**src/rtl/ceespu_fetch_pkg.sv**
```systemverilog
// ceespu_fetch_pkg: shared widths, constants and types for the fetch stage.
//   PC_W / INSTR_W    : word-address and instruction widths
//   NOP_INSTR         : bubble instruction (ADD c0, write-disabled)
//   DEFAULT_RESET_PC  : default first fetch address
//   fetch_entry_t     : prefetch buffer entry {pc, instr}
//   pc_inc            : 25-bit wrapping PC increment
package ceespu_fetch_pkg;

    localparam int PC_W    = 25;
    localparam int INSTR_W = 32;

    localparam logic [INSTR_W-1:0] NOP_INSTR        = 32'h0;
    localparam logic [PC_W-1:0]    DEFAULT_RESET_PC = 25'd0;

    typedef struct packed {
        logic [PC_W-1:0]    pc;
        logic [INSTR_W-1:0] instr;
    } fetch_entry_t;

    function automatic logic [PC_W-1:0] pc_inc(input logic [PC_W-1:0] pc);
        return pc + 25'd1;
    endfunction

endpackage

```
**src/rtl/ceespu_fetch_if.sv**
```systemverilog
// ceespu_fetch_if: pipelined instruction-memory request/response bus.
//   imem_en     : request valid (fetch -> memory)
//   imem_addr   : request word address (fetch -> memory)
//   imem_ready  : memory accepts the request this cycle
//   imem_rvalid : response valid, in order, at least one cycle after acceptance
//   imem_data   : response instruction word
// master = fetch stage, slave = instruction memory.
interface ceespu_fetch_if;
    import ceespu_fetch_pkg::*;

    logic               imem_en;
    logic [PC_W-1:0]    imem_addr;
    logic               imem_ready;
    logic               imem_rvalid;
    logic [INSTR_W-1:0] imem_data;

    modport master (
        output imem_en, imem_addr,
        input  imem_ready, imem_rvalid, imem_data
    );

    modport slave (
        input  imem_en, imem_addr,
        output imem_ready, imem_rvalid, imem_data
    );

endinterface

```
**src/rtl/ceespu_fetch_fifo.sv**
```systemverilog
// ceespu_fetch_fifo: prefetch buffer between memory responses and the
// decoder output register.
//   clk, rst   : clock, asynchronous active-high reset
//   push       : write push_data
//   pop        : consume head (ignored when nothing is available)
//   clear      : drop all stored entries (redirect)
//   push_data  : incoming entry
//   head       : oldest entry, or push_data when empty (bypass)
//   avail      : head is meaningful this cycle
//   count      : stored entries (bypassed words are never stored)
module ceespu_fetch_fifo #(
    parameter int DEPTH = 2,
    parameter int WIDTH = 57
) (
    input  logic                       clk,
    input  logic                       rst,
    input  logic                       push,
    input  logic                       pop,
    input  logic                       clear,
    input  logic [WIDTH-1:0]           push_data,
    output logic [WIDTH-1:0]           head,
    output logic                       avail,
    output logic [$clog2(DEPTH+1)-1:0] count
);

    localparam int AW = $clog2(DEPTH);
    localparam int CW = $clog2(DEPTH+1);
    localparam logic [CW-1:0] FULL = CW'(DEPTH);

    logic [WIDTH-1:0] mem [DEPTH];
    logic [AW-1:0]    rd_ptr;
    logic [AW-1:0]    wr_ptr;
    logic             empty;
    logic             bypass;
    logic             do_push;
    logic             do_pop;

    assign empty   = (count == '0);
    assign avail   = !empty || push;
    assign head    = empty ? push_data : mem[rd_ptr];
    // A word arriving into an empty buffer while the consumer is ready
    // passes straight through and never occupies a slot.
    assign bypass  = pop && push && empty;
    assign do_push = push && !bypass;
    assign do_pop  = pop && !empty;

    always_ff @(posedge clk or posedge rst) begin
        if (rst) begin
            rd_ptr <= '0;
            wr_ptr <= '0;
            count  <= '0;
        end else if (clear) begin
            rd_ptr <= '0;
            wr_ptr <= '0;
            count  <= '0;
        end else begin
            if (do_push) wr_ptr <= wr_ptr + 1'b1;
            if (do_pop)  rd_ptr <= rd_ptr + 1'b1;
            count <= count + CW'(do_push) - CW'(do_pop);
        end
    end

    always_ff @(posedge clk) begin
        if (do_push && !clear) mem[wr_ptr] <= push_data;
    end

    // The issue credit rule upstream makes overflow impossible.
    always @(posedge clk) begin
        if (!rst && !clear) assert (!(do_push && !do_pop && count == FULL));
    end

endmodule

```
**src/rtl/ceespu_fetch.sv**
```systemverilog
// ceespu_fetch: instruction fetch stage feeding the decoder.
//   I_clk, I_rst     : clock, asynchronous active-high reset
//   I_stall          : hold all O_* outputs
//   I_branch         : redirect pulse (branch / interrupt vector)
//   I_branchTarget   : redirect word address
//   imem             : instruction-memory bus (master side)
//   O_instruction    : instruction word to decoder (NOP when bubble)
//   O_PC             : PC of O_instruction
//   O_valid          : O_instruction is a real fetched word
//   O_justBranched   : first valid word after a redirect
module ceespu_fetch
    import ceespu_fetch_pkg::*;
#(
    parameter logic [PC_W-1:0] RESET_PC   = DEFAULT_RESET_PC,
    parameter int              FIFO_DEPTH = 2
) (
    input  logic               I_clk,
    input  logic               I_rst,
    input  logic               I_stall,
    input  logic               I_branch,
    input  logic [PC_W-1:0]    I_branchTarget,
    ceespu_fetch_if.master     imem,
    output logic [INSTR_W-1:0] O_instruction,
    output logic [PC_W-1:0]    O_PC,
    output logic               O_valid,
    output logic               O_justBranched
);

    localparam int CW = $clog2(FIFO_DEPTH+1);
    localparam logic [CW:0]   DEPTH_C = (CW+1)'(FIFO_DEPTH);
    localparam logic [CW-1:0] ONE     = CW'(1);

    logic [PC_W-1:0] fetch_pc;
    logic [PC_W-1:0] resp_pc;
    logic [CW-1:0]   outstanding;
    logic [CW-1:0]   drop;
    logic [CW-1:0]   fifo_count;
    logic [CW:0]     credit_sum;
    logic            accept;
    logic            resp;
    logic            push;
    logic            pop;
    logic            avail;
    logic            pending_jb;
    fetch_entry_t    push_entry;
    fetch_entry_t    head;

    // Every outstanding request reserves a buffer slot, so the buffer
    // can always absorb all responses even under a long stall.
    assign credit_sum    = {1'b0, outstanding} + {1'b0, fifo_count};
    assign imem.imem_en   = !I_rst && !I_branch && (credit_sum < DEPTH_C);
    assign imem.imem_addr = fetch_pc;

    assign accept = imem.imem_en && imem.imem_ready;
    // Responses with nothing outstanding (e.g. after a reset) are ignored.
    assign resp   = imem.imem_rvalid && (outstanding != '0);
    assign push   = resp && (drop == '0) && !I_branch;
    assign pop    = !I_stall && !I_branch;

    assign push_entry = '{pc: resp_pc, instr: imem.imem_data};

    ceespu_fetch_fifo #(
        .DEPTH (FIFO_DEPTH),
        .WIDTH ($bits(fetch_entry_t))
    ) u_fifo (
        .clk       (I_clk),
        .rst       (I_rst),
        .push      (push),
        .pop       (pop),
        .clear     (I_branch),
        .push_data (push_entry),
        .head      (head),
        .avail     (avail),
        .count     (fifo_count)
    );

    always_ff @(posedge I_clk or posedge I_rst) begin
        if (I_rst) begin
            fetch_pc    <= RESET_PC;
            resp_pc     <= RESET_PC;
            outstanding <= '0;
            drop        <= '0;
        end else begin
            outstanding <= outstanding + CW'(accept) - CW'(resp);
            if (I_branch) begin
                fetch_pc <= I_branchTarget;
                resp_pc  <= I_branchTarget;
                // Everything still in flight after this cycle belongs to the old path.
                drop     <= outstanding + CW'(accept) - CW'(resp);
            end else begin
                if (accept) fetch_pc <= pc_inc(fetch_pc);
                if (resp) begin
                    if (drop != '0) drop <= drop - ONE;
                    else            resp_pc <= pc_inc(resp_pc);
                end
            end
        end
    end

    always_ff @(posedge I_clk or posedge I_rst) begin
        if (I_rst) begin
            O_instruction  <= NOP_INSTR;
            O_PC           <= '0;
            O_valid        <= 1'b0;
            O_justBranched <= 1'b0;
            pending_jb     <= 1'b0;
        end else if (I_branch) begin
            O_instruction  <= NOP_INSTR;
            O_valid        <= 1'b0;
            O_justBranched <= 1'b0;
            pending_jb     <= 1'b1;
        end else if (!I_stall) begin
            if (avail) begin
                O_instruction  <= head.instr;
                O_PC           <= head.pc;
                O_valid        <= 1'b1;
                O_justBranched <= pending_jb;
                pending_jb     <= 1'b0;
            end else begin
                O_instruction  <= NOP_INSTR;
                O_valid        <= 1'b0;
                O_justBranched <= 1'b0;
            end
        end
    end

endmodule

```
**src/flat_wrapper.sv**
```systemverilog
// flat-port wrapper written by rule: the top's interface ports become plain ports
module ceespu_fetch_flat import ceespu_fetch_pkg::*;
#(
    parameter logic [PC_W-1:0] RESET_PC   = DEFAULT_RESET_PC,
    parameter int              FIFO_DEPTH = 2
)
  (I_clk, I_rst, I_stall, I_branch, I_branchTarget, O_instruction, O_PC, O_valid, O_justBranched, imem_imem_en, imem_imem_addr, imem_imem_ready, imem_imem_rvalid, imem_imem_data);
  ceespu_fetch_if imem_i ();
  input  logic I_clk;
  input  logic I_rst;
  input  logic I_stall;
  input  logic I_branch;
  input  logic [PC_W-1:0] I_branchTarget;
  output logic [INSTR_W-1:0] O_instruction;
  output logic [PC_W-1:0] O_PC;
  output logic O_valid;
  output logic O_justBranched;
  output wire logic [$bits(imem_i.imem_en)-1:0] imem_imem_en;
  output wire logic [$bits(imem_i.imem_addr)-1:0] imem_imem_addr;
  input wire logic [$bits(imem_i.imem_ready)-1:0] imem_imem_ready;
  input wire logic [$bits(imem_i.imem_rvalid)-1:0] imem_imem_rvalid;
  input wire logic [$bits(imem_i.imem_data)-1:0] imem_imem_data;
  assign imem_imem_en = imem_i.imem_en;
  assign imem_imem_addr = imem_i.imem_addr;
  assign imem_i.imem_ready = imem_imem_ready;
  assign imem_i.imem_rvalid = imem_imem_rvalid;
  assign imem_i.imem_data = imem_imem_data;
  ceespu_fetch #(.RESET_PC(RESET_PC), .FIFO_DEPTH(FIFO_DEPTH)) u_core (.I_clk(I_clk), .I_rst(I_rst), .I_stall(I_stall), .I_branch(I_branch), .I_branchTarget(I_branchTarget), .imem(imem_i), .O_instruction(O_instruction), .O_PC(O_PC), .O_valid(O_valid), .O_justBranched(O_justBranched));
endmodule
```
**config.mk**
```make
export PLATFORM = sky130hd
export DESIGN_NAME = ceespu_fetch_flat
export DESIGN_NICKNAME = d
export VERILOG_FILES = /design/src/rtl/ceespu_fetch_pkg.sv /design/src/rtl/ceespu_fetch_if.sv /design/src/rtl/ceespu_fetch_fifo.sv /design/src/rtl/ceespu_fetch.sv /design/src/flat_wrapper.sv
export SDC_FILE = /design/constraint.sdc
export NUM_CORES = 1
export LEC_CHECK = 0
export CORE_AREA = 2 2 141 143
export CTS_CLUSTER_DIAMETER = 80
export DETAILED_ROUTE_END_ITERATION = 8
export DIE_AREA = 0 0 143 145
export PLACE_DENSITY_LB_ADDON = 0.12
export SETUP_SLACK_MARGIN = 0.02
export SKIP_CTS_REPAIR_TIMING = 1
export SLEW_MARGIN = 20
export SYNTH_ARGS = -nofsm -noshare
export SYNTH_HDL_FRONTEND = slang
export SYNTH_HIERARCHICAL = 1
export SYNTH_SLANG_ARGS = --single-unit
export TNS_END_PERCENT = 1
```
**constraint.sdc**
```tcl
create_clock -name I_clk -period 7.2 [get_ports I_clk]
set_clock_uncertainty 0.1 [all_clocks]
set_input_delay 1.44 -clock I_clk [delete_from_list [all_inputs] [get_ports I_clk]]
set_output_delay 1.44 -clock I_clk [all_outputs]
set_load 0.1 [all_outputs]
```
---- Word-level counts from Yosys, hierarchy flattened ----
Memory sizes are Yosys's and may differ from the RTL's.
Index checks and enable logic that the tools add are counted.
W data, S select, Z words.
operators by class
  $add $sub $neg .......................... 10
  multiply operators ...................... 0
  divide/modulo/power cells ............... 0
  magnitude comparators ................... 1
  equality and inequality tests ........... 2
  shift-type cells ........................ 0
  muxes and demuxes ....................... 28
  bitwise logic cells ..................... 2
  reduce and logical (&&, ||, !) cells .... 32
operator list
  kind                     number
  $mux W25                 5
  $mux W32                 3
  $mux W57                 1
  $add A25 B1 Y25 const B  2
  $reduce_bool A2 Y1       8
  $mux W1                  15
  $logic_and A1 B1 Y1      12
  $mux W2                  4
  $reduce_and A2 Y1        3
  $logic_not A1 Y1         5
  $add A2 B1 Y2            2
  $logic_not A2 Y1         2
  $sub A2 B1 Y2            2
  $add A2 B2 Y3            1
  $lt A3 B2 Y1 const B     1
  $reduce_and A3 Y1        1
  $add A1 B1 Y1 const B    2
  $ne A2 B1 Y1 const B     1
  $ne A2 B2 Y1 const B     1
  $not A1 Y1               2
  $sub A2 B1 Y2 const B    1
  $logic_or A1 B1 Y1       1
word-level totals
  flip-flop bits (word level) ............. 118
  bits in latches ......................... 0
  bits in writable memories ............... 114
  bits in read-only memories .............. 0
  output and inout bits ................... 85
  logic and storage cells ................. 88
  memories kept ........................... 1
memories
  memory             depth  width  read ports  clocked after Yosys merged registers in  write ports  line                     RTL
  u_core.u_fifo.mem  2      57     1           0                                        1            ceespu_fetch_fifo.sv:30  logic [WIDTH-1:0] mem [DEPTH];

---- Logic depth before layout (Yosys ltp) ----
Gate-level depths: netlist (run 1).
  depth in word-level cells ............... 11
  gate-level depth with buffers ........... 13
  mapped depth without buffers ............ 11

---- Hierarchy ----
The synthesis (run 1) kept the hierarchy.
by module, submodules not included
  module             instances  cells an instance  area an instance (µm²)  sequential area each (µm²)
  ceespu_fetch       1          499                5430.2                  2852.7
  ceespu_fetch_fifo  1          331                4988.5                  3523.4

---- Worst setup path before layout (run 1) ----
Ideal clock, no wire load.
  path kind ............................... in2reg
  from .................................... in I_branch
  to ...................................... mem u_core.u_fifo.mem[1][0] (enable)
  library setup time ...................... 0.554 ns
  arrival ................................. 6.522 ns
  data required time ...................... 6.546 ns
  setup slack ............................. 0.024 ns
  stages .................................. 6
  path buffers ............................ 3
  cells stage by stage .................... clkbuf_1 -> clkbuf_1 -> clkbuf_1 -> nor2_1 -> o21ai_4 -> nor3b_1
on the way
  longest elaborated chain between the ends .. 9
  elaborated cells between the ends (all ways) .. 10
RTL lines
  element                           line                     RTL
  from (decl)                       flat_wrapper.sv:12       input logic I_branch;
  $logic_not A1 Y1 *                ceespu_fetch.sv:57       assign push = resp && (drop == '0) && !I_branch;
  $logic_and A1 B1 Y1 *             ceespu_fetch.sv:57
  net u_core.push                   ceespu_fetch.sv:41       logic push;
  $logic_and A1 B1 Y1 (2 in a row)  ceespu_fetch_fifo.sv:43  assign bypass = pop && push && empty;
  $logic_not A1 Y1                  ceespu_fetch_fifo.sv:44  assign do_push = push && !bypass;
  $logic_and A1 B1 Y1 *             ceespu_fetch_fifo.sv:44
  $logic_and A1 B1 Y1 *             ceespu_fetch_fifo.sv:64  if (do_push && !clear) mem[wr_ptr] <= push_data;
  $mux W1 *                         ceespu_fetch_fifo.sv:64
  $mux W1 (not written as such) *   ceespu_fetch_fifo.sv:64
  to (decl)                         ceespu_fetch_fifo.sv:30
The timed path passes the listed nets; every way through them passes the cells marked *.

---- Worst setup path after layout (run 1) ----
  from .................................... in I_rst
  to ...................................... out imem_imem_en
on the way
  longest elaborated chain between the ends .. 3
RTL lines
  element                           line                RTL
  from (decl)                       flat_wrapper.sv:10  input logic I_rst;
  $logic_not A1 Y1                  ceespu_fetch.sv:51  assign imem.imem_en = !I_rst && !I_branch && (credit_sum < DEPTH_C);
  $logic_and A1 B1 Y1 (2 in a row)  ceespu_fetch.sv:51
  to (decl)                         flat_wrapper.sv:18  output wire logic [$bits(imem_i.imem_en)-1:0] imem_imem_en;
No other way between the ends.

==> results by group, run 1 <==
Timing
  – Count of endpoints failing hold in the final timing report: 0
  – Setup TNS: 0 ns
  – Max-slew violation total from the final report: 0
  – RSZ-0062 raised after global routing: no
  – Share of the clock period used by the worst path: 77.02%
  – Final setup violation count: 0
  – Fin crit period: 5.545 ns
  – Highest clock rate: between 0.15 and 0.2 GHz
  – Transition time at the pin with the least slew margin: between 1 and 1.5 ns
  – Slew headroom: between 20% and 30%

Setup path
  – Capturing point of the worst reg2reg path: u_core/drop[1]
  – Slack of the worst reg-to-reg path: 3.59 ns
  – Start of the worst register-to-register path: u_core/outstanding[0]
  – Length in cells of the worst reg-to-reg path: 11
  – Critical path capture point: imem_imem_en
  – Crit path max-delay family: buffers and inverters
  – Data required, critical path: 5.66 ns
  – Buffering stage count on the worst path with inverters included: 3
  – Biggest cell delay along the critical path: 1.14 ns
  – Number of stages on the worst setup path: 4
  – Crit Path Max Fanout: 9
  – Critical Path AT: about 4.0 ns
  – Critical-path cell with the highest stage delay: clkdlybuf4s50_1
  – Type of element capturing the critical path: output pin
  – Crit path top cell by count: clkdlybuf4s50_1
  – Element type at the critical path start: input port
  – Crit path kind: input port to output pin
  – Critical Path, Cell by Cell: clkdlybuf4s50_1 > or4_1 > clkinv_8 > clkdlybuf4s50_1
  – CP Launch Point: I_rst

Detailed routing
  – DR pass1 iterations: 4
  – Via count: ~7200
  – Number of nets still failing antenna checks after routing: 0
  – Average wire per standard cell: approximately 18 um
  – # DRC: 0
  – Via density: 5.753
  – Detailed-route wire length: about 23000 um
  – Initial DRC count: around 500

Global route
  – Number of global-route vias before repair: 6962
  – Met2 track utilization from global routing: 35.22%
  – Fraction of met1 tracks used by global routing: about a third
  – Number of antenna violations at the first check in global routing: 0
  – Met3 Usage GRT: 2.970%
  – GRT Util Overall: between 20 and 25%
  – Global-route wire length before repair: approximately 37000 um
  – Leftover overflow at the end of global routing: 0
  – Most utilized layer in the global route result: met2
  – Largest net degree at the start of global routing: about 70

Outcome
  – Run status: complete, no violations

Synthesis
  – Post-synth ARST share: between 50 and 60%
  – Number of warning messages in the yosys log: 6
  – Fraction of post-synthesis cell area in the top cell type by area: approximately a third
  – Proportion of synthesized area in mux cells: between 8 and 9%
  – Count of flip-flops with a built-in enable after synthesis: about 110
  – Adder-Cell Fraction of Synth Area: under 10%
  – Cell types occupying the most area after synthesis: edfxtp_1 33%, dfrtp_1 28%, mux2i_1 5.6%
  – Post-synth cell types: 67
  – Post-synthesis instance area: about 10000 um^2
  – Instance count of the mapped netlist: 830
  – Synth Area in Simple Gates: between 10% and 20%
  – Post-synthesis compound-gate area fraction: about an eighth
  – Synthesized area divided by synthesized cell count: 12.55 um^2
  – Register area share after synthesis: between 60 and 70%
  – Synthesized Nets: about 900
  – Most used flip-flop cell after synthesis: dfrtp_1
  – Combinational family with the most area after synthesis: simple AND/OR/NAND/NOR gates
  – Synthesis-stage register bit count: roughly 230
  – Area leader, netlist: edfxtp_1
  – Xor-xnor portion of the synthesized cell area: approximately 1.3%

Clock tree
  – Root Buffer: clkbuf_16
  – H-tree depth: 1
  – Clock tree from TritonCTS: done
  – Clock Path Buffers: 3
  – Clock-pin slew on the worst setup and hold paths: roughly 0.060 ns
  – Clock tree sinks: between 200 and 250
  – Clock buffer count from CTS: 24
  – Worst skew pair latency: about 0.51 ns

Placed design
  – Cells after DPL: roughly 1200
  – Count of port buffers added during placement: 147
  – Instance area at placement: between 10000 and 15000 um^2
  – Routability congestion estimate from global placement: between 0.8 and 0.9
  – Detailed-placement wirelength estimate: ~15000 um

Floorplan
  – Die footprint: ~21000 um^2
  – Std-Cell Core Area: approximately 19000 um^2
  – Number of top-level pins: between 100 and 150
  – Initial Util: around 54%
  – Number of placement rows: between 50 and 60
  – Die Height: approximately 150 um
  – Overall die width: 143 um

Finish
  – Final cell count without fillers: between 1000 and 1500
  – Antenna fix cells: 0
  – Area Growth Syn to Fin: 23.36%
  – Share of cells above drive strength 1: around 11%
  – Final #Nets: a little over 1000
  – Post-layout instance area: roughly 13000 um^2

Hold path
  – Worst hold path class: flip-flop to flip-flop

Job
  – Number of maximum-capacitance violations: 0

Power and ir drop
  – Total power consumption of the routed design: 4.430 mW
  – Static Leak: approximately 4.8 nW
  – Worst vdd rail ir drop: 0.2432 mV
  – Power density normalized to cell area: roughly 340 nW/um^2
-- cells by family after synthesis --
kind of cell,after synthesis
AOI/OAI and AO/OA,176
xor gates and xnor gates,16
adders and majority gates,8
buffers and inverters,69
DFF,232
muxes,85
and+or+nand+nor,244
-- registers in the layout, indices dropped and copies added, names as in the netlist --
signal and flops:
u_core/imem.imem_addr 25, u_core/resp_pc 25, u_core/O_PC 25, u_core/u_fifo/wr_ptr 1, u_core/u_fifo/rd_ptr 1, u_core/drop 2, u_core/u_fifo/count 2, u_core/O_justBranched 1
u_core/O_valid 1, u_core/pending_jb 1, u_core/outstanding 2, u_core/O_instruction 32, u_core/u_fifo/mem 114
-- worst register-to-register path: cells and delay by family (launching register included) --
kind	cells	cell delay, ns
buf+inv	2	0.19
simple gates	3	1.33
mux	1	0.26
fa+ha+maj	3	0.90
flops	1	0.45
xor+xnor	2	0.27
-- synthesized netlist by cell type, types with 2 or more instances --
master / instances
dfrtp_1: 118
edfxtp_1: 114
nor2_1: 72
mux2i_1: 58
a21oi_1: 47
nand2_1: 47
a22o_1: 33
nand3_1: 31
mux2_2: 26
clkbuf_1: 22
o21ai_0: 22
inv_1: 21
nand4_1: 19
a21oi_2: 17
o211ai_1: 14
o311ai_0: 13
and2_1: 11
buf_6: 11
or4_1: 9
xnor2_1: 9
nor3_1: 8
and4_1: 7
ha_1: 7
nor4_1: 7
xor2_1: 7
nor2b_1: 6
buf_2: 5
or3_1: 5
a211o_1: 4
a31oi_1: 4
and3_1: 4
buf_1: 4
nand3b_1: 4
nor2_4: 3
o31ai_1: 3
a21boi_0: 2
a21o_1: 2
a311o_1: 2
a311oi_1: 2
clkinv_1: 2
o31a_1: 2
-- layout make-up --
class                   count  area [um^2]
multi-input cells         529         3694
clock inverters             6        58.81
inverters                  25        108.9
clock buffers              38        745.7
well taps                 265        331.6
flip-flops and latches    232         6380
fillers                  1427         6355
repair buffers            156         1534
-- worst min-delay path by stage --
stage                                  from                end  slack (ns)  cells past startpoint
final                        u_core/O_valid     u_core/O_valid        0.38                      1
after global routing         u_core/O_valid     u_core/O_valid        0.39                      1
after CTS                    u_core/O_valid     u_core/O_valid        0.38                      1
after detailed placement     u_core/O_valid     u_core/O_valid        0.37                      1
after global placement       u_core/O_valid     u_core/O_valid        0.36                      1
after floorplan           u_core/pending_jb  u_core/pending_jb        0.36                      2
-- layer usage --
metal  share of wire, %  vias up
met2                 47      262
li1                   -     3399
met4                2.3        0
met3                6.4       38
met5                  0        -
met1                 44     3498
-- through the flow --
stage          hold slack (ns)  setup WS (ns)  util [%]
6_report                0.3766          1.655     66.91
5_1_grt                 0.3948          1.586     66.91
4_1_cts                 0.3786          1.647     66.91
3_5_place_dp            0.3653          1.661     62.73
3_3_place_gp            0.3594          1.665     62.73
2_1_floorplan           0.3605        0.02422         -
-- placed cells by master, fill, tap and decap left out, types with 31 or more instances in the layout --
cell type	count
clkdlybuf4s50_1	146
dfrtp_1	117
edfxtp_1	114
nor2_1	72
mux2i_1	58
nand2_1	47
a21oi_1	47
a22o_1	33
nand3_1	31
-- report_power, final --
group          leakage [nW]  internal [mW]  switching (mW)
registers              2.52           1.55           0.140
clock network         0.399          0.746           0.480
logic                  1.84          0.416            1.10
(Power assumes the default switching activity.)
==> run 2: changes to the inputs <==
clock period = 5.7 ns   (was 7.2 ns; I/O delays follow)
==> run 2 against run 1 <==
Against the previous run: final cell count is the same; critical endpoint unchanged; design area is 0.23% lower; critical path type is now flip-flop to output pin; setup slack got worse by 0.085 ns.
==> results by group, run 2 (synthesis gave the netlist of run 1 again) <==
Setup path
  – Type of element capturing the critical path: output pin
  – Biggest cell delay along the critical path: 0.85 ns (-0.29 ns)
  – Crit path kind: flip-flop to output pin
  – Critical-path cell with the highest stage delay: or4_1
  – Crit path max-delay family: simple AND/OR/NAND/NOR gates
  – Data required, critical path: 4.46 ns (-1.20 ns)
  – Element type at the critical path start: flip-flop
  – Slack of the worst reg-to-reg path: 2.12 ns (-1.47 ns)
  – Critical Path, Cell by Cell: and2_1 > fa_1 > or4_1 > clkinv_8 > buf_4
  – Buffering stage count on the worst path with inverters included: 2 (-1)
  – Critical Path AT: 2.89 ns (-1.12 ns)
  – Crit Path Max Fanout: 9 (unchanged)

Detailed routing
  – Total length of routed met3 wires: 1227 um (-16%)
  – Average wire per standard cell: 18.30 um (-0.54%)
  – Top layer in use: met4
  – Number of nets still failing antenna checks after routing: 0 (unchanged)
  – Routed wl met2: 10780 um (-0.62%)
  – Via density: 5.727 (-0.46%)
  – DR pass1 iterations: 5 (+1)
  – WL met1: 10380 um (+2.0%)
  – Detailed-route wire length: 22890 um (-0.54%)
  – Via count: 7164 (-0.46%)
  – Initial DRC count: 613 (+26%)
  – # DRC: 0 (unchanged)

Timing
  – Max-slew violation total from the final report: 0 (unchanged)
  – Final setup violation count: 0 (unchanged)
  – Fin crit period: about 4.1 ns
  – Setup WS post-layout: 1.570 ns (-0.08461 ns)
  – RSZ-0062 raised after global routing: no
  – Highest clock rate: 0.2421 GHz
  – Count of endpoints failing hold in the final timing report: 0 (unchanged)
  – Slew headroom: 27.26% (-0.68 points)
  – Transition time at the pin with the least slew margin: 1.091 ns (+0.01021 ns)
  – Share of the clock period used by the worst path: slightly above 70%

Finish
  – Biggest register: u_core/u_fifo/mem
  – Most common cell after layout, fill and taps aside: clkdlybuf4s50_1
  – Antenna fix cells: 0 (unchanged)
  – Final #Nets: 1039 (unchanged)
  – Share of cells above drive strength 1: 10.65% (-0.30 points)
  – Commonest non-fill, non-tap cells in the layout: 145 x clkdlybuf4s50_1, 117 x dfrtp_1, 114 x edfxtp_1, 72 x nor2_1, 58 x mux2i_1
  – Area of combinational cells with multiple inputs: 3700 um^2 (+0.17%)
  – Max reg flops: 114 (unchanged)
  – Biggest regs: u_core/u_fifo/mem x114, u_core/O_instruction x32
  – Register cell area after layout: 6380 um^2 (unchanged)
  – Area Growth Syn to Fin: 23.07%
  – Number of fill cells in the layout: 1434 (+0.49%)

Floorplan
  – Initial Util: 54.24% (unchanged)
  – Std-Cell Core Area: 19210 um^2 (unchanged)
  – Number of placement rows: 51 (unchanged)
  – Die footprint: 20740 um^2 (unchanged)
  – Overall die width: 143 um (unchanged)
  – Number of top-level pins: 148 (unchanged)
  – Die Height: 145 um (unchanged)

Job
  – Number of maximum-capacitance violations: 0 (unchanged)

Outcome
  – Run status: complete, no violations

Power and ir drop
  – Reported net switching power: 2.172 mW (+26%)
  – Combinational share of power: 34.4% (about the same)
  – Part of the power in the clock network: 27.2% (-0.5 points)
  – Share of total power in sequential cells: 38.4% (+0.3 points)
  – Net Sw Frac: 39.06% (+0.19 points)
  – Power density normalized to cell area: 433.6 nW/um^2 (+26%)
  – Worst vdd rail ir drop: 0.2736 mV (+12%)
  – Total power consumption of the routed design: 5.560 mW (+26%)
  – Static Leak: 4.744 nW (-0.39%)
  – Internal Power: 3.389 mW (+25%)

Placed design
  – Placement Setup Slack: 1.604 ns (-0.05689 ns)
  – Count of port buffers added during placement: 147 (unchanged)
  – Detailed-placement wirelength estimate: 14640 um (-0.43%)
  – Routability congestion estimate from global placement: 0.8841 (+2.8%)

Clock tree
  – H-tree depth: 1 (unchanged)
  – Clock tree sinks: 232 (unchanged)
  – Clock Path Buffers: 3 (unchanged)
  – Clock-pin slew on the worst setup and hold paths: 0.06 ns (about the same)
  – Worst skew pair latency: 0.51 ns (about the same)
  – Clock buffer count from CTS: 24 (unchanged)
  – Clock tree from TritonCTS: done
  – Root Buffer: clkbuf_16

Global route
  – Number of antenna violations at the first check in global routing: 0 (unchanged)
  – Global-route wire length before repair: 35980 um (-2.2%)
  – Leftover overflow at the end of global routing: 0 (unchanged)
  – Number of global-route vias before repair: 6862 (-1.4%)
  – GRT Util Overall: 21.82% (-0.31 points)
  – Largest net degree at the start of global routing: 68 (unchanged)

Hold path
  – Worst hold path class: flip-flop to flip-flop
==> run 2: cell count changes in the layout (fill, tap and decap cells not counted), moves of 2 or more <==
cell and delta:
clkinv_1 +2, clkinvlp_4 +2, clkbuf_8 -4, clkbuf_1 +2
==> run 2: layout make-up <==
type | count | area share, %
Sequential cell | 232 | 49.76
Multi-Input combinational cell | 529 | 28.85
Timing Repair Buffer | 156 | 11.94
Clock buffer | 35 | 5.250
Tap cell | 265 | 2.586
Inverter | 25 | 0.8489
Clock inverter | 9 | 0.7611
==> run 2: worst register-to-register path, delay by kind of cell, from the launching register on <==
family        cells  cell delay [ns]
simple gates      3             1.31
fa+ha+maj         3             0.89
flops             1             0.45
xor+xnor          2             0.27
mux               1             0.26
buf+inv           2             0.17
==> run 2: final timing paths <==
kind                                             from  cells past startpoint                    to
min in group asynchronous                       I_rst                      2  u_core/u_fifo/rd_ptr
worst min register to register         u_core/O_valid                      1        u_core/O_valid
worst min-delay path                   u_core/O_valid                      1        u_core/O_valid
worst max-delay path            u_core/outstanding[0]                      5          imem_imem_en
max in group asynchronous                       I_rst                      3    u_core/resp_pc[18]
worst max register to register  u_core/outstanding[0]                     11        u_core/drop[1]
==> run 2: power groups by stage <==
stage | logic, mW | registers [mW] | clock network, mW
after floorplan | 0.604 | 3.03 | 0
after global placement | 1.90 | 2.17 | 0
after detailed placement | 1.92 | 2.17 | 0
after CTS | 1.92 | 2.14 | 1.55
after global routing | 2.01 | 2.16 | 1.61
final | 1.91 | 2.14 | 1.51
==> run 2: metrics by stage <==
step	hold WS, ns	util, %	instances	area (um^2)	TNS (ns)
2_1_floorplan	0.3605	-	830	10420	-48.58
3_3_place_gp	0.3620	62.75	1207	12050	0
3_5_place_dp	0.3688	62.75	1207	12050	0
4_1_cts	0.3817	66.76	1251	12820	0
5_1_grt	0.3944	66.76	1251	12820	0
6_report	0.3745	66.76	1251	12820	0
==> run 2: layer usage <==
metal | vias to the layer above | track usage (%)
li1 | 3390 | -
met1 | 3491 | 31.80
met2 | 249 | 34.64
met3 | 34 | 2.805
met4 | 0 | 6.188
met5 | - | 0
==> run 3: changes to the inputs <==
CORE_AREA = 2 2 149 151   (was 2 2 141 143)
DIE_AREA = 0 0 151 153   (was 0 0 143 145)
clock period = 3.45 ns   (was 5.7 ns; I/O delays follow)
==> run 3 against run 2 <==
Against the previous run: clock-buffer cell count is 2 lower; setup slack worse by 1.5 ns; sequential power is 64% higher; flip-flop and latch count stayed put; critical path depth is 1 higher; final cell count is 2.2% higher; total power is 66% higher; utilization is 7.0 points lower; worst hold slack better by 0.016 ns; global-route usage is 1.2 points lower; die area is 11% higher.
==> results by group, run 3 (synthesis gave the netlist of run 1 again) <==
Clock tree
  – Clock tree from TritonCTS: done
  – Root Buffer: clkbuf_16
  – Clock buffer count from CTS: 24 (unchanged)
  – Worst skew pair latency: 0.52 ns (about the same)
  – H-tree depth: 1 (unchanged)
  – Clock tree sinks: 232 (unchanged)
  – Clock-pin slew on the worst setup and hold paths: 0.06 ns (about the same)
  – Clock Path Buffers: 3 (unchanged)

Global route
  – Number of antenna violations at the first check in global routing: 0 (unchanged)
  – Global-route wire length before repair: 37950 um (+5.5%)
  – GRT Util Overall: 20.67% (-1.2 points)
  – Largest net degree at the start of global routing: 55 (-19%)
  – Leftover overflow at the end of global routing: 0 (unchanged)
  – Number of global-route vias before repair: 6942 (+1.2%)

Hold path
  – Worst Min Path Start: u_core/O_valid
  – Cell depth of the worst min-delay path: 1 (unchanged)
  – Hold Crit Endpoint: u_core/O_valid
  – Worst hold path class: flip-flop to flip-flop

Floorplan
  – Die Height: 153 um (+5.5%)
  – Number of placement rows: 54 (+5.9%)
  – Initial Util: 48.49% (-5.8 points)
  – Std-Cell Core Area: 21490 um^2 (+12%)
  – Die footprint: 23100 um^2 (+11%)
  – Number of top-level pins: 148 (unchanged)
  – Overall die width: 151 um (+5.6%)

Outcome
  – Run status: complete, no violations

Finish
  – Biggest regs: u_core/u_fifo/mem x114, u_core/O_instruction x32
  – Biggest register: u_core/u_fifo/mem
  – Commonest non-fill, non-tap cells in the layout: 116 x dfrtp_1, 114 x edfxtp_1, 102 x buf_4, 71 x nor2_1, 61 x clkdlybuf4s50_1
  – Most common cell after layout, fill and taps aside: dfrtp_1
  – Area of combinational cells with multiple inputs: 3717 um^2 (+0.47%)
  – Share of cells above drive strength 1: 20.92% (+10 points)
  – Final #Nets: 1053 (+1.3%)
  – Max reg flops: 114 (unchanged)
  – Register cell area after layout: 6381 um^2 (about the same)
  – Number of fill cells in the layout: 1787 (+25%)
  – Antenna fix cells: 0 (unchanged)
  – Area Growth Syn to Fin: 23.30%

Detailed routing
  – # DRC: 0 (unchanged)
  – Initial DRC count: 386 (-37%)
  – Via count: 7174 (+0.14%)
  – Number of nets still failing antenna checks after routing: 0 (unchanged)
  – Via density: 5.609 (-2.1%)
  – DR pass1 iterations: 5 (unchanged)
  – Average wire per standard cell: 18.67 um (+2.1%)
  – Detailed-route wire length: 23880 um (+4.3%)

Timing
  – Transition time at the pin with the least slew margin: 0.9879 ns (-0.1032 ns)
  – Highest clock rate: between 0.3 and 0.4 GHz
  – Slew headroom: 34.14% (+6.9 points)
  – Count of endpoints failing hold in the final timing report: 0 (unchanged)
  – Fin crit period: approximately 3.3 ns
  – RSZ-0062 raised after global routing: no
  – Share of the clock period used by the worst path: between 90% and 100%
  – Minimum hold slack: 0.3901 ns (+0.01552 ns)
  – Final setup violation count: 0 (unchanged)
  – Max-slew violation total from the final report: 0 (unchanged)

Job
  – Number of maximum-capacitance violations: 0 (unchanged)

Power and ir drop
  – Power density normalized to cell area: 720.1 nW/um^2 (+66%)
  – Static Leak: 4.971 nW (+4.8%)
  – Total power consumption of the routed design: 9.250 mW (+66%)
  – Worst vdd rail ir drop: 0.5040 mV (+84%)

Setup path
  – Critical Path AT: 2.54 ns (-0.35 ns)
  – Length in cells of the worst reg-to-reg path: 12 (+1)
  – Crit path kind: flip-flop to output pin
  – Buffering stage count on the worst path with inverters included: 3 (+1)
  – Data required, critical path: 2.66 ns (-1.80 ns)
  – Start of the worst register-to-register path: u_core/outstanding[0]
  – Critical-path cell with the highest stage delay: or4_4
  – Critical Path, Cell by Cell: and2_1 > fa_1 > or4_4 > buf_4 > clkinv_8 > buf_12
  – Capturing point of the worst reg2reg path: u_core/drop[1]
  – Slack of the worst reg-to-reg path: 0.31 ns (-1.81 ns)
  – Crit Path Max Fanout: 8 (-1)
  – Biggest cell delay along the critical path: 0.55 ns (-0.30 ns)
  – Element type at the critical path start: flip-flop
  – Type of element capturing the critical path: output pin
  – Crit path max-delay family: simple AND/OR/NAND/NOR gates

Placed design
  – Detailed-placement wirelength estimate: 16090 um (+9.9%)
  – Count of port buffers added during placement: 147 (unchanged)
  – Routability congestion estimate from global placement: 0.8754 (-0.98%)
==> run 3: cell count changes in the layout (fill, tap and decap cells not counted), sizes merged <==
cell / delta
clkinv: +2
clkbuf: -2
buf: +98
clkdlybuf4s50: -84
inv: -1
==> run 3: final cells by class <==
| type | count | area share [%] |
|---|---|---|
| clock buffer | 33 | 5.337 |
| clock inverter | 10 | 0.7792 |
| inverter | 25 | 0.8571 |
| multi-input combinational | 529 | 28.94 |
| sequential | 232 | 49.67 |
| tap | 280 | 2.727 |
| timing repair buffer | 170 | 11.69 |
==> run 3: where the power goes <==
part	internal, mW	leakage (nW)	switching (mW)
Combinational	0.834	2.06	2.34
Clock	1.53	0.387	1.03
Sequential	3.23	2.52	0.285
==> run 3: how the worst max path moves through the flow <==
stage	slack, ns	cells after the start	from	endpoint
6_report	0.12	6	u_core/outstanding[0]	imem_imem_en
3_3_place_gp	0.21	7	I_rst	u_core/imem.imem_addr[8]
3_5_place_dp	0.1	7	I_rst	u_core/imem.imem_addr[8]
2_1_floorplan	0.03	6	I_branch	u_core/u_fifo/mem[1][0]
5_1_grt	0.04	6	u_core/outstanding[0]	imem_imem_en
4_1_cts	-0.09	6	u_core/outstanding[0]	imem_imem_en
==> run 3: layer usage <==
metal / track usage (%) / up-vias / wire [um]
li1: - / 3431 / -
met1: 29.94 / 3494 / 10760
met2: 33.46 / 222 / 11400
met3: 2.925 / 27 / 1434
met4: 4.317 / 0 / 289
met5: 0 / - / 0
==> run 3: stage by stage <==
stage          instances  util [%]  cell area [um^2]  worst slack [ns]   TNS, ns
3_5_place_dp        1235     56.07             12050           0.09986         0
4_1_cts             1278     59.73             12830          -0.08549  -0.08549
3_3_place_gp        1235     56.07             12050            0.2141         0
5_1_grt             1279     59.79             12850           0.04367         0
2_1_floorplan        830         -             10470           0.03061         0
6_report            1279     59.79             12850            0.1169         0
